File: src/rtl/romulus_pkg.sv
// Shared definitions for the Romulus TBC sequencer: FSM encoding,
// the SKINNY-128-384+ round-constant LFSR step and the default round count.
package romulus_pkg;

    // Round count of one SKINNY-128-384+ call.
    localparam int ROUNDS_DEFAULT = 40;

    // Sequencer states. The encoding is visible on the top-level state_dbg port.
    typedef enum logic [1:0] {
        ST_IDLE    = 2'd0,
        ST_ROUND   = 2'd1,
        ST_CORRECT = 2'd2,
        ST_DONE    = 2'd3
    } state_t;

    // One step of the 6-bit round-constant LFSR: shift left, feed back rc5^rc4^1.
    function automatic logic [5:0] rc_step(input logic [5:0] rc);
        return {rc[4:0], rc[5] ^ rc[4] ^ 1'b1};
    endfunction

    // Apply rc_step n times. Loop bound is a constant at every call site.
    function automatic logic [5:0] rc_advance(input logic [5:0] rc, input int n);
        logic [5:0] v;
        v = rc;
        for (int i = 0; i < n; i++) begin
            v = rc_step(v);
        end
        return v;
    endfunction

endpackage

File: src/rtl/romulus_rc_lfsr.sv
// Round-constant generator: a 6-bit LFSR register that presents the
// constants of RPC consecutive rounds and advances RPC steps per enable.
module romulus_rc_lfsr
    import romulus_pkg::*;
#(
    parameter int RPC = 1
) (
    input  logic             clk,
    input  logic             rst,
    input  logic             load,
    input  logic             adv,
    output logic [6*RPC-1:0] rc_vec
);

    logic [5:0] rc_q;

    // Register: cleared by reset, seeded with 01 at call start, stepped RPC times per round cycle.
    always_ff @(posedge clk) begin
        if (rst) begin
            rc_q <= 6'h00;
        end else if (load) begin
            rc_q <= 6'h01;
        end else if (adv) begin
            rc_q <= rc_advance(rc_q, RPC);
        end
    end

    // Lane i carries the constant of the i-th round within the current cycle.
    always_comb begin
        rc_vec = '0;
        for (int i = 0; i < RPC; i++) begin
            rc_vec[6*i +: 6] = rc_advance(rc_q, i);
        end
    end

endmodule

File: src/rtl/romulus_tbc_sequencer.sv
// Control sequencer for one SKINNY-128-384+ TBC call in Romulus:
// IDLE -> ROUND (ROUNDS/RPC cycles) -> CORRECT (1 cycle) -> DONE (1 cycle) -> IDLE.
//
// Handshake: start is a request sampled only while ready=1 (state IDLE); a
// request seen in that cycle is accepted at the clock edge, together with
// cnt_corr. start is ignored at any other time. done pulses for exactly one
// cycle when the call completes; ready returns the cycle after done, so a
// start held high starts the next call with no gap cycle.
//
// Every output is decoded from registered state only; start and cnt_corr
// reach no output combinationally.
module romulus_tbc_sequencer
    import romulus_pkg::*;
#(
    parameter int ROUNDS = ROUNDS_DEFAULT,
    parameter int RPC    = 1
) (
    input  logic             clk,
    input  logic             rst,
    input  logic             start,
    input  logic             cnt_corr,
    output logic             ready,
    output logic             busy,
    output logic             done,
    output logic [6*RPC-1:0] constant,
    output logic             sen,
    output logic             senc,
    output logic             xen,
    output logic             xenc,
    output logic             yen,
    output logic             yenc,
    output logic             zen,
    output logic             zenc,
    output logic             correct_cnt,
    output logic [5:0]       round,
    output logic [1:0]       state_dbg
);

    // Round index of the final ROUND cycle.
    localparam logic [5:0] LAST_ROUND = 6'(ROUNDS - RPC);
    localparam logic [5:0] ROUND_STEP = 6'(RPC);

    state_t            state_q;
    state_t            state_d;
    logic [5:0]        round_q;
    logic              corr_q;
    logic              rc_load;
    logic              rc_adv;
    logic              last_round;
    logic [6*RPC-1:0]  rc_vec;

    assign last_round = (round_q == LAST_ROUND);

    romulus_rc_lfsr #(
        .RPC (RPC)
    ) u_rc_lfsr (
        .clk    (clk),
        .rst    (rst),
        .load   (rc_load),
        .adv    (rc_adv),
        .rc_vec (rc_vec)
    );

    // State register; reset wins over any pending start.
    always_ff @(posedge clk) begin
        if (rst) begin
            state_q <= ST_IDLE;
        end else begin
            state_q <= state_d;
        end
    end

    // Next-state logic and state-decoded enables/status.
    always_comb begin
        state_d     = state_q;
        rc_load     = 1'b0;
        rc_adv      = 1'b0;
        ready       = 1'b0;
        busy        = 1'b0;
        done        = 1'b0;
        sen         = 1'b0;
        senc        = 1'b0;
        xen         = 1'b0;
        xenc        = 1'b0;
        yen         = 1'b0;
        yenc        = 1'b0;
        zen         = 1'b0;
        zenc        = 1'b0;
        correct_cnt = 1'b0;
        case (state_q)
            ST_IDLE: begin
                ready = 1'b1;
                if (start) begin
                    state_d = ST_ROUND;
                    rc_load = 1'b1;
                end
            end
            ST_ROUND: begin
                busy   = 1'b1;
                sen    = 1'b1;
                senc   = 1'b1;
                xen    = 1'b1;
                xenc   = 1'b1;
                yen    = 1'b1;
                yenc   = 1'b1;
                zen    = 1'b1;
                zenc   = 1'b1;
                rc_adv = 1'b1;
                if (last_round) begin
                    state_d = ST_CORRECT;
                end
            end
            ST_CORRECT: begin
                // Tweakey update only; the TBC selects stay off.
                busy        = 1'b1;
                xen         = 1'b1;
                yen         = 1'b1;
                zen         = 1'b1;
                correct_cnt = corr_q;
                state_d     = ST_DONE;
            end
            ST_DONE: begin
                done    = 1'b1;
                state_d = ST_IDLE;
            end
            default: begin
                state_d = ST_IDLE;
            end
        endcase
    end

    // Round index: counts by RPC through ROUND and rests at 0 everywhere else.
    always_ff @(posedge clk) begin
        if (rst) begin
            round_q <= 6'd0;
        end else if (state_q == ST_ROUND && !last_round) begin
            round_q <= round_q + ROUND_STEP;
        end else begin
            round_q <= 6'd0;
        end
    end

    // Counter-correction select, captured when a call is accepted.
    always_ff @(posedge clk) begin
        if (rst) begin
            corr_q <= 1'b0;
        end else if (state_q == ST_IDLE && start) begin
            corr_q <= cnt_corr;
        end
    end

    assign constant  = (state_q == ST_ROUND) ? rc_vec : '0;
    assign round     = round_q;
    assign state_dbg = state_q;

endmodule

File: config.mk
export PLATFORM = sky130hd
export DESIGN_NAME = romulus_tbc_sequencer
export DESIGN_NICKNAME = d
export VERILOG_FILES = /design/src/rtl/romulus_pkg.sv /design/src/rtl/romulus_rc_lfsr.sv /design/src/rtl/romulus_tbc_sequencer.sv
export SDC_FILE = /design/constraint.sdc
export NUM_CORES = 1
export LEC_CHECK = 0
export CORE_UTILIZATION = 52
export CTS_CLUSTER_DIAMETER = 100
export DETAILED_ROUTE_END_ITERATION = 16
export DONT_BUFFER_PORTS = 1
export PLACE_DENSITY = 0.78
export SYNTH_ARGS = -nofsm -noshare
export SYNTH_HDL_FRONTEND = slang
export SYNTH_SLANG_ARGS = --single-unit
File: constraint.sdc
create_clock -name clk -period 1.3 [get_ports clk]
set_input_delay 0 -clock clk [delete_from_list [all_inputs] [get_ports clk]]
set_output_delay 0 -clock clk [all_outputs]
set_load 0.1 [all_outputs]
# [Word level (Yosys, flattened, before mapping)]
# Cells that the tools add are included.
[classes] add_sub_neg=1 eq_ne=6 muxes=13 n_bitwise=3 n_reduce_logical=9
[op_table] cell="1-bit 2-to-1 mux" count=9
[op_table] cell="2-bit one-hot mux with 4 select lines" count=1
[op_table] cell="6-bit by 1-bit adder with 6-bit output (second input constant)" count=1
[op_table] cell="6-bit == test (second input constant)" count=1
[op_table] cell="6-bit 2-to-1 mux" count=1
[op_table] cell="2-bit OR reduction" count=3
[op_table] cell="2-bit == test (second input constant)" count=2
[op_table] cell="2-bit 2-to-1 mux" count=2
[op_table] cell="2-bit inequality test (second input constant)" count=2
[op_table] cell="2-bit by 1-bit == test with 1-bit output (second input constant)" count=1
[op_table] cell="1-bit logical AND" count=2
[op_table] cell="2-bit zero test" count=1
[op_table] cell="1-bit NOT" count=2
[op_table] cell="2-bit AND reduction" count=1
[op_table] cell="2-bit nonzero test" count=1
[op_table] cell="1-bit zero test" count=1
[op_table] cell="1-bit bitwise XOR" count=1
[totals] reg_bits=15 in_bits=4 out_inout_bits=26

# [Logic depth before layout (Yosys ltp)]
# Gate-level depths: netlist (run 1).
[logic_depth] ltp_word=5 ltp_mapped=6

# [Cells and area by module]
# Synthesis (run 1) repeated with hierarchy kept, for this count alone.
[hier_totals] cells_unflattened=79 hier_area_um2=754.5
[modules_own_cells] module="romulus_tbc_sequencer" n_inst=1 cells_each=58 area_per_inst_um2=521.8 seq_area_each_um2=180.2
[modules_own_cells] module="romulus_rc_lfsr" n_inst=1 cells_each=21 area_per_inst_um2=232.7 seq_area_each_um2=120.1

# [Worst setup path before layout (run 1)]
# Ideal clock, no wire load.
[synth_timing] kind="register to register" start="register state_q[0] (netlist: state_dbg[0])" end="register u_rc_lfsr.rc_q[5] (netlist: u_rc_lfsr.rc_vec[5])" setup_time_ns=0.068 t_arrival_ns=3.287 t_required_ns=1.232 setup_slack_ns=-2.054 stages_incl_launch_ff=6 n_path_buf=1 period_less_slack_ns=3.354 path_cell_list="dfxtp_1 > ha_1 > clkbuf_1 > and2_1 > a21oi_1 > nor2_1"
[synth_lines] element="start, declared" line="romulus_tbc_sequencer.sv:43" source="state_t state_q;"
[synth_lines] element="start signal, assigned" line="romulus_tbc_sequencer.sv:69" source="state_q <= state_d;"
[synth_lines] element="2-bit by 1-bit == test with 1-bit output"
[synth_lines] element="1-bit 2-to-1 mux"
[synth_lines] element="via sen" line="romulus_tbc_sequencer.sv:26" source="output logic sen,"
[synth_lines] element="end signal, assigned" line="romulus_rc_lfsr.sv:24" source="rc_q <= rc_advance(rc_q, RPC);"
[synth_lines] element="end, declared" line="romulus_rc_lfsr.sv:15" source="logic [5:0] rc_q;"
# The timed path passes the listed nets, and every way through them passes these cells.
# A chain may end at the register's enable or synchronous reset.

# [Worst setup path after layout (run 1)]
[layout_timing] start="register state_q[1] (netlist: state_dbg[1])" end="output constant[1]"
[layout_between] elab_chain_cells=2
[layout_rtl] element="2-bit by 1-bit == test with 1-bit output" line="romulus_tbc_sequencer.sv:152" source="assign constant = (state_q == ST_ROUND) ? rc_vec : '0;"
[layout_rtl] element="6-bit 2-to-1 mux" line="romulus_tbc_sequencer.sv:152"
[layout_rtl] element="end, declared" line="romulus_tbc_sequencer.sv:25" source="output logic [6*RPC-1:0] constant,"
# No other way between the ends.

==> metrics.cfg, run 1 <==
[run_status]
status=complete, but fails checks
violations=setup timing

[grt]
grt-busiest-layer=met2
grt_max_degree=14
grt_util_met3_pct=2.312
grt_antenna_before_repair=0
met1_usage_pct=32.14
grt_pass1_vias=647
use_met2_pct=49.58
overflow=0
grt_use_total_pct=28.59
grt_pass1_wl_um=2815

[clock_network]
path_clk_slew_ns=0.09
clk_latency_ns=0.29
clock_path_buffers=2
clock_sinks=15
cts_buffers=3
cts_max_level=1
cts-root-buf=clkbuf_4
cts_tree=yes

[critical_path]
worstSetupEndpointType=output pin
crit_fanout=6
r2r_start=state_dbg[1]
cp-startpoint=state_dbg[1]
crit_type=reg2out
critPathLaunchType=flip-flop
cp.arrival_ns=1.40
cp.required_ns=1.30

[detailed_routing]
drtAntennaViolNets=0
drc=0
drt_pass1_iterations=4
drt_iter0_drc=27
viasPerCell=5.969
post_drt_wl_per_cell_um=22.66
routed_wirelength_um=2900
num_vias=764

[floorplanning]
dieWidth_um=39.23
coreArea_um2=1301
die-area_um2=1539
die_y_um=39.23
ios=30
rows=13
initial_core_util_pct=55.38

[yosys]
synth_top_cell_area_share_pct=41.67
avgSynthCellArea_um2=8.683
syn-num-nets=92
ys.warnings.count=0
synth_top_area_cell=dfxtp_1
synthCells=83
syn_area_um2=720.7
ys_seq_area_share_pct=41.67
ys_types=19
synth_seq_cells=15
ys_top_cells_by_area=dfxtp_1 (42%), ha_1 (8.7%), buf_4 (7.3%)

[layout]
drive_above_1_share_pct=53.10
nFillCells=19
mostFrequentLayoutCell=buf_4
area_delta_synth_final_pct=76.22
final_nets=123
n_antenna_cell=0
final_cell_mix=buf_4 (15), nor2_1 (13), buf_12 (10)

[sta]
worst_slew_pin_slew_ns=0.3140
whs_ns=0.1069
finalCriticalPeriod_ns=1.398
rsz0062_at_grt=true
hold_violations=0
setup_viol=22
clock_skew_ns=0.006159
timing.fmax_mhz=715.4
relSlewSlack_pct=78.94
fin_crit_sh_pct=107.5
drv_slew=0
fin_ws_ns=-0.09780

[worst_hold_path]
hold_path.class=in2reg
hold_path_startpoint=start

[placed_design]
place_congestion=0.6814
hpwl_um=1179
place.port_buffers=0

[run]
maxCapViolCount=0

-- layer usage --
layer	routed length [µm]	part of all wire, %
met5	0	0
met4	170	5.9
met3	286	9.9
met2	1384	48
met1	1059	37
-- critical path: stages (launching register included) --
cell and delay (ns):
dfxtp_4 0.37, inv_4 0.08, ha_4 0.17, buf_4 0.13
and2_4 0.17, buf_12 0.18
-- registers in the layout (all words and copies together) (netlist names) --
name / count
corr_q: 1
state_dbg: 2
u_rc_lfsr.rc_vec: 6
round: 6
-- cell families (layout without fill, tap and decap cells) --
kind of cell	after synthesis	in the layout	synth area share (%)
AOI/OAI and AO/OA	11	11	9.548
xor gates and xnor gates	5	5	6.077
adders and majority gates	5	5	8.681
buffers and inverters	13	43	10.42
DFF	15	15	41.67
muxes	1	1	1.389
and+or+nand+nor	33	33	22.22
-- through the flow --
step	setup slack [ns]	area [µm²]	std cells	utilization, %	TNS (ns)
CTS	-0.05632	1184	121	90.96	-0.3320
global placement	0.09980	1071	111	82.31	0
floorplan	-0.4042	848.3	83	-	-5.346
detailed placement	0.02223	1071	111	82.31	0
finish	-0.09780	1270	128	97.60	-0.9294
global route	-0.1259	1270	128	97.60	-1.403
-- cell usage after synthesis --
library cell / n
clkbuf_1: 1
a211oi_2: 1
o21ai_0: 1
a21oi_1: 7
xor2_1: 3
nand2_1: 4
and2_1: 7
buf_4: 7
a22o_1: 1
a211oi_1: 1
nor2_1: 13
nand4_1: 1
nand3_1: 3
xnor2_1: 2
dfxtp_1: 15
nand2b_1: 5
mux2i_1: 1
ha_1: 5
inv_1: 5
-- cell type report --
class | count | area, µm² | share of cell area [%]
Sequential cell | 15 | 320.3 | 25.22
Tap cell | 15 | 18.77 | 1.478
Multi-Input combinational cell | 55 | 417.9 | 32.91
Inverter | 5 | 23.77 | 1.872
Timing Repair Buffer | 34 | 462.9 | 36.45
Clock buffer | 4 | 26.28 | 2.069
-- what timing repair did --
| item | 4_1_cts | 5_1_grt |
|---|---|---|
| hold endpoints to repair | 7 | 0 |
| resized for setup | 9 | 5 |
| hold buffers | 3 | 0 |
| pin swaps | 3 | 1 |
| endpoints found under the setup margin | 17 | 17 |
| setup buffers | 3 | 7 |
-- worst paths after layout --
check	end	slack [ns]	depth (start not counted)
setup / recovery	constant[1]	-0.1	5
hold reg to reg	round[0]	0.48	1
hold / removal	state_dbg[0]	0.11	3
setup reg to reg	u_rc_lfsr.rc_vec[3]	-0.08	7
Power of run 1 is left out: the tool's default activity adds up to more than one toggle a clock period on the data nets, which glitch-free logic cannot reach.
==> run 2: changes to the inputs <==
--- a/config.mk
+++ b/config.mk
@@ -10,6 +10,8 @@
 export DETAILED_ROUTE_END_ITERATION = 16
 export DONT_BUFFER_PORTS = 1
 export PLACE_DENSITY = 0.78
+export SETUP_SLACK_MARGIN = 0.1
+export SLEW_MARGIN = 20
 export SYNTH_ARGS = -nofsm -noshare
 export SYNTH_HDL_FRONTEND = slang
 export SYNTH_SLANG_ARGS = --single-unit
==> metrics.cfg, run 2 <==
[yosys]
ys.flop_type=dfxtp_1
ys_seq_area_share_pct=41.67
synth_top_area_cell=dfxtp_1
synth_top_family_by_area=simple AND/OR/NAND/NOR gates
synth-simple-area-share_pct=22.22
syn_area_um2=720.7
synthMuxAreaShare_pct=1.389
netlist_top_cells_count=dfxtp_1 (15), nor2_1 (13), a21oi_1 (7), and2_1 (7), buf_4 (7)
synth-compound-area-share_pct=9.549
synthCells=83
synth_xor_area_share_pct=6.076
async_flop_share_pct=0
synth_edf_count=0
synth_top_cell_area_share_pct=41.67
avgSynthCellArea_um2=8.683
ys.warnings.count=0
ys_top_cells_by_area=dfxtp_1 (42%), ha_1 (8.7%), buf_4 (7.3%)
synth_seq_cells=15
synth.most_common_cell=dfxtp_1
syn-num-nets=92
synth_fa_ha_area_share_pct=8.681
ys_types=19

[clock_network]
clock_sinks=15
cts_max_level=1
cts_buffers=3
cts-root-buf=clkbuf_4
clock_path_buffers=2

[placed_design]
hpwl_um=1179
dp_cells=111
place_congestion=0.6814
place.port_buffers=0
place_area_um2=1071

[grt]
grt_max_degree=9
grt_antenna_before_repair=0

[sta]
worst_endpoint=zenc
worst-ep-kind=top-level output

[floorplanning]
rows=13
initial_core_util_pct=55.38
die_y_um=39.23
ios=30
dieWidth_um=39.23

[run_status]
error=[ERROR DPL-0033] detailed placement checks failed during check placement.
lastStage=global routing
status=stopped before the end

run 2: through the flow:
step | hold slack [ns] | worst slack, ns | util [%]
global placement | 0.05744 | 0.09980 | 82.31
detailed placement | 0.06137 | 0.02223 | 82.31
floorplan | 0.05542 | -0.4042 | -
CTS | 0.06676 | -0.01987 | 95.10
run 2: what timing repair did:
| item | in CTS |
|---|---|
| hold buffers | 3 |
| resized for setup | 17 |
| pin swaps | 5 |
| setup buffers | 6 |
| endpoints found under the setup margin | 29 |
| endpoints found under the hold margin | 7 |
run 2: cell families after synthesis:
family                   Yosys count
AND/OR/NAND/NOR                   33
flip-flops                        15
buffers and inverters             13
AO/OA/AOI/OAI                     11
XOR/XNOR                           5
adder cells (fa/ha/maj)            5
multiplexers                       1
==> run 3: changes to the inputs <==
--- a/config.mk
+++ b/config.mk
@@ -5,12 +5,11 @@
 export SDC_FILE = /design/constraint.sdc
 export NUM_CORES = 1
 export LEC_CHECK = 0
-export CORE_UTILIZATION = 52
-export CTS_CLUSTER_DIAMETER = 100
+export CORE_AREA = 2 2 63 65
 export DETAILED_ROUTE_END_ITERATION = 16
+export DIE_AREA = 0 0 65 67
 export DONT_BUFFER_PORTS = 1
-export PLACE_DENSITY = 0.78
-export SETUP_SLACK_MARGIN = 0.1
+export PLACE_DENSITY_LB_ADDON = 0.15
 export SLEW_MARGIN = 20
 export SYNTH_ARGS = -nofsm -noshare
 export SYNTH_HDL_FRONTEND = slang
==> constraint.sdc (replaced) <==
create_clock -name clk -period 1.7 [get_ports clk]
set_input_delay 0 -clock clk [delete_from_list [all_inputs] [get_ports clk]]
set_output_delay 0 -clock clk [all_outputs]
set_load 0.1 [all_outputs]
==> metrics.cfg, run 3 (same netlist as run 1, synthesis figures left out) <==
[sta]
setup_viol=0
worst_slew_pin_slew_ns=0.3063
fin_crit_sh_pct=83.84
rsz0062_at_grt=false
timing.fmax_mhz=701.6
relSlewSlack_pct=79.58
drv_slew=0
fin_ws_ns=0.2747
hold_violations=0
clock_skew_ns=0.005152
finalCriticalPeriod_ns=1.425

[placed_design]
place_area_um2=978.4
place.port_buffers=0
hpwl_um=1241
place_congestion=0.6844
dp_cells=142
post-place-ws_ns=0.4369

[floorplanning]
dieWidth_um=65
coreArea_um2=3606
die_y_um=67
ios=30
initial_core_util_pct=19.99
die-area_um2=4355
rows=22

[critical_path]
cp.arrival_ns=1.43
critPathLaunchType=flip-flop
crit_type=reg2out
r2r_start=state_dbg[0]
worstSetupEndpointType=output pin
r2r_cells=5
cp.required_ns=1.70
r2r_end=corr_q
rrSetupSlack_ns=0.40
crit_fanout=13

[layout]
finalInstanceArea_um2=1055
mostFrequentLayoutCell=buf_4
fin_cells=149
area_delta_synth_final_pct=46.35
post-route-util_pct=29.25
nFillCells=398
final_nets=111
final_cell_mix=buf_4 (16), nor2_1 (13), dfxtp_1 (9)
drive_above_1_share_pct=42.57
n_antenna_cell=0

[worst_hold_path]
hold_path.class=in2reg
hold_path_startpoint=rst
hold-path-endpoint=u_rc_lfsr.rc_vec[2]
hold_path_depth=2

[detailed_routing]
drt_pass1_iterations=3
num_vias=577
viasPerCell=3.872
drt_iter0_drc=20
post_drt_wl_per_cell_um=10.77
routed_wirelength_um=1605
drc=0
drtAntennaViolNets=0

[grt]
overflow=0
grt_pass1_vias=578
grt_use_total_pct=8.071
grt_pass1_wl_um=2608
grt_antenna_before_repair=0
grt_max_degree=14

[clock_network]
hold_buffers=3
cts_max_level=1
postCtsSetupRepairBufs=0
cts_buffers=3
clock_sinks=15
clock_path_buffers=2
cts_tree=yes
cts_resized=0
path_clk_slew_ns=0.06
cts-root-buf=clkbuf_8
clk_latency_ns=0.25

[run_status]
status=completed

[run]
maxCapViolCount=0

==> run 3: worst max-delay path by stage <==
stage          cells past startpoint                   to          from
6_report                           3                  sen  state_dbg[1]
3_3_place_gp                       5               corr_q  state_dbg[0]
4_1_cts                            4          constant[0]  state_dbg[1]
5_1_grt                            4          constant[0]  state_dbg[1]
3_5_place_dp                       5               corr_q  state_dbg[0]
2_1_floorplan                      5  u_rc_lfsr.rc_vec[5]  state_dbg[0]
==> run 3: routing by layer <==
metal / share of wire [%] / track usage [%]
met5: 0 / 0
met4: 1.9 / 3.989
met3: 7.1 / 3.378
met2: 45 / 12.50
met1: 46 / 9.553
==> run 3: cell type report <==
type | count | area [µm²] | share of cell area, %
Timing Repair Buffer | 22 | 217.7 | 20.64
Tap cell | 48 | 60.06 | 5.694
Clock buffer | 3 | 41.29 | 3.915
Inverter | 5 | 18.77 | 1.779
Multi-Input combinational cell | 55 | 399.1 | 37.84
Sequential cell | 15 | 312.8 | 29.66
Clock inverter | 1 | 5.005 | 0.4745
==> run 3: worst max-delay path, stage by stage (launching register included) <==
cell	delay, ns
dfxtp_4	0.36
inv_2	0.09
ha_4	0.25
buf_16	0.46
==> run 3: per-stage QoR <==
| step | TNS (ns) | hold slack, ns |
|---|---|---|
| 2_1_floorplan | -0.03531 | 0.05542 |
| 4_1_cts | 0 | 0.04690 |
| 6_report | 0 | 0.04401 |
| 3_3_place_gp | 0 | 0.05758 |
| 3_5_place_dp | 0 | 0.06105 |
| 5_1_grt | 0 | 0.06712 |
Power of run 3 is left out for the same reason.
==> run 4: changes to the inputs <==
==> constraint.sdc (replaced) <==
create_clock -name clk -period 1.18 [get_ports clk]
set_input_delay 0 -clock clk [delete_from_list [all_inputs] [get_ports clk]]
set_output_delay 0 -clock clk [all_outputs]
set_load 0.1 [all_outputs]
==> metrics.cfg, run 4 (same netlist as run 1, synthesis figures left out) <==
[grt]
grt_max_degree=9
grt_pass1_wl_um=2753
grt_antenna_before_repair=0
overflow=0
grt_pass1_vias=647
grt_use_total_pct=8.220

[placed_design]
place.port_buffers=0
hpwl_um=1275
place_congestion=0.6828

[layout]
area_delta_synth_final_pct=94.44
n_antenna_cell=0
mostFrequentLayoutCell=buf_4
final_cell_mix=buf_4 (20), nor2_1 (13), buf_12 (10)
final_nets=129
nFillCells=356
post-route-util_pct=38.86
drive_above_1_share_pct=59.66

[worst_hold_path]
hold_path.class=in2reg
hold_path_startpoint=rst

[critical_path]
critPathLaunchType=flip-flop
r2r_start=state_dbg[1]
cp.arrival_ns=1.30
critPathMaxStageDelay_ns=0.44
crit_chain=inv_4 > ha_4 > buf_16
cp-startpoint=state_dbg[1]
cp.required_ns=1.18
crit_slowest_cell=buf_16
crit_fanout=5
crit_type=reg2out
worstSetupEndpointType=output pin

[clock_network]
cts_tree=yes
clk_latency_ns=0.24
clock_sinks=15
path_clk_slew_ns=0.06
cts_buffers=3
clock_path_buffers=2
cts_max_level=1
cts-root-buf=clkbuf_8

[floorplanning]
rows=22
initial_core_util_pct=19.99
coreArea_um2=3606
ios=30
die-area_um2=4355
dieWidth_um=65
die_y_um=67

[sta]
clock_skew_ns=0.0008406
fin_crit_sh_pct=110.2
finalCriticalPeriod_ns=1.300
worst_slew_pin_slew_ns=0.2936
drv_slew=0
rsz0062_at_grt=true
timing.fmax_mhz=769.1
hold_violations=0
fin_ws_ns=-0.1202
relSlewSlack_pct=80.43
setup_viol=22

[detailed_routing]
viasPerCell=3.796
routed_wirelength_um=1711
num_vias=634
drc=0
drt_iter0_drc=8
drt_pass1_iterations=4
drtAntennaViolNets=0
post_drt_wl_per_cell_um=10.25

[run_status]
violations=setup timing
status=complete, but fails checks

[run]
maxCapViolCount=0

-- run 4: cell types whose count changed in the layout (fill, tap and decap cells not counted), moves of 2 or more --
| cell | previous run | this run |
|---|---|---|
| buf_6 | 0 | 5 |
| nand2b_4 | 0 | 2 |
| buf_4 | 16 | 20 |
| and2_4 | 5 | 7 |
| ha_1 | 3 | 1 |
| inv_4 | 0 | 2 |
| dfxtp_1 | 9 | 7 |
| dfxtp_4 | 2 | 4 |
| ha_4 | 2 | 4 |
| buf_12 | 2 | 10 |
| nand2b_1 | 5 | 3 |
-- run 4: path summary, 6_finish.rpt --
path | cells after the start | to | slack (ns)
worst max-delay path | 3 | sen | -0.12
worst max register to register | 7 | u_rc_lfsr.rc_vec[5] | -0.06
worst min-delay path | 3 | round[2] | 0.03
worst min register to register | 2 | corr_q | 0.46
-- run 4: critical path, delay by kind of cell, from the launching register on --
family	cells	cell delay (ns)
buf+inv	2	0.51
flops	1	0.36
fa+ha+maj	1	0.18
-- run 4: per-stage QoR --
step | cell area (µm²) | std cells | hold WS [ns] | worst slack, ns | setup TNS [ns]
floorplan | 848.3 | 83 | 0.05542 | -0.5242 | -8.789
global placement | 1127 | 150 | 0.05742 | 0.007173 | 0
detailed placement | 1127 | 150 | 0.06022 | -0.02105 | -0.02258
CTS | 1315 | 165 | 0.02648 | -0.1375 | -2.503
global route | 1401 | 167 | 0.02658 | -0.1711 | -3.203
finish | 1401 | 167 | 0.02809 | -0.1202 | -1.932
-- run 4: per-layer routing --
metal,wire (µm),vias up,track usage [%]
met3,92,2,1.858
li1,-,332,-
met5,0,-,0
met4,22,0,4.787
met2,973,13,15.21
met1,622,287,8.452
-- run 4: cell type report --
type / count / area [µm²] / area share (%)
multi-input cells: 55 / 460.4 / 32.86
flip-flops and latches: 15 / 320.3 / 22.86
repair buffers: 40 / 491.7 / 35.09
well taps: 48 / 60.06 / 4.286
clock buffers: 4 / 45.04 / 3.214
inverters: 5 / 23.77 / 1.696
-- run 4: repair_timing --
action,in CTS,in global routing
setup buffers,8,2
hold buffers,3,0
gates resized for setup,12,13
endpoints found under the hold margin,4,0
pin swaps,5,6
setup endpoints to repair,21,28
Power of run 4 is left out for the same reason.
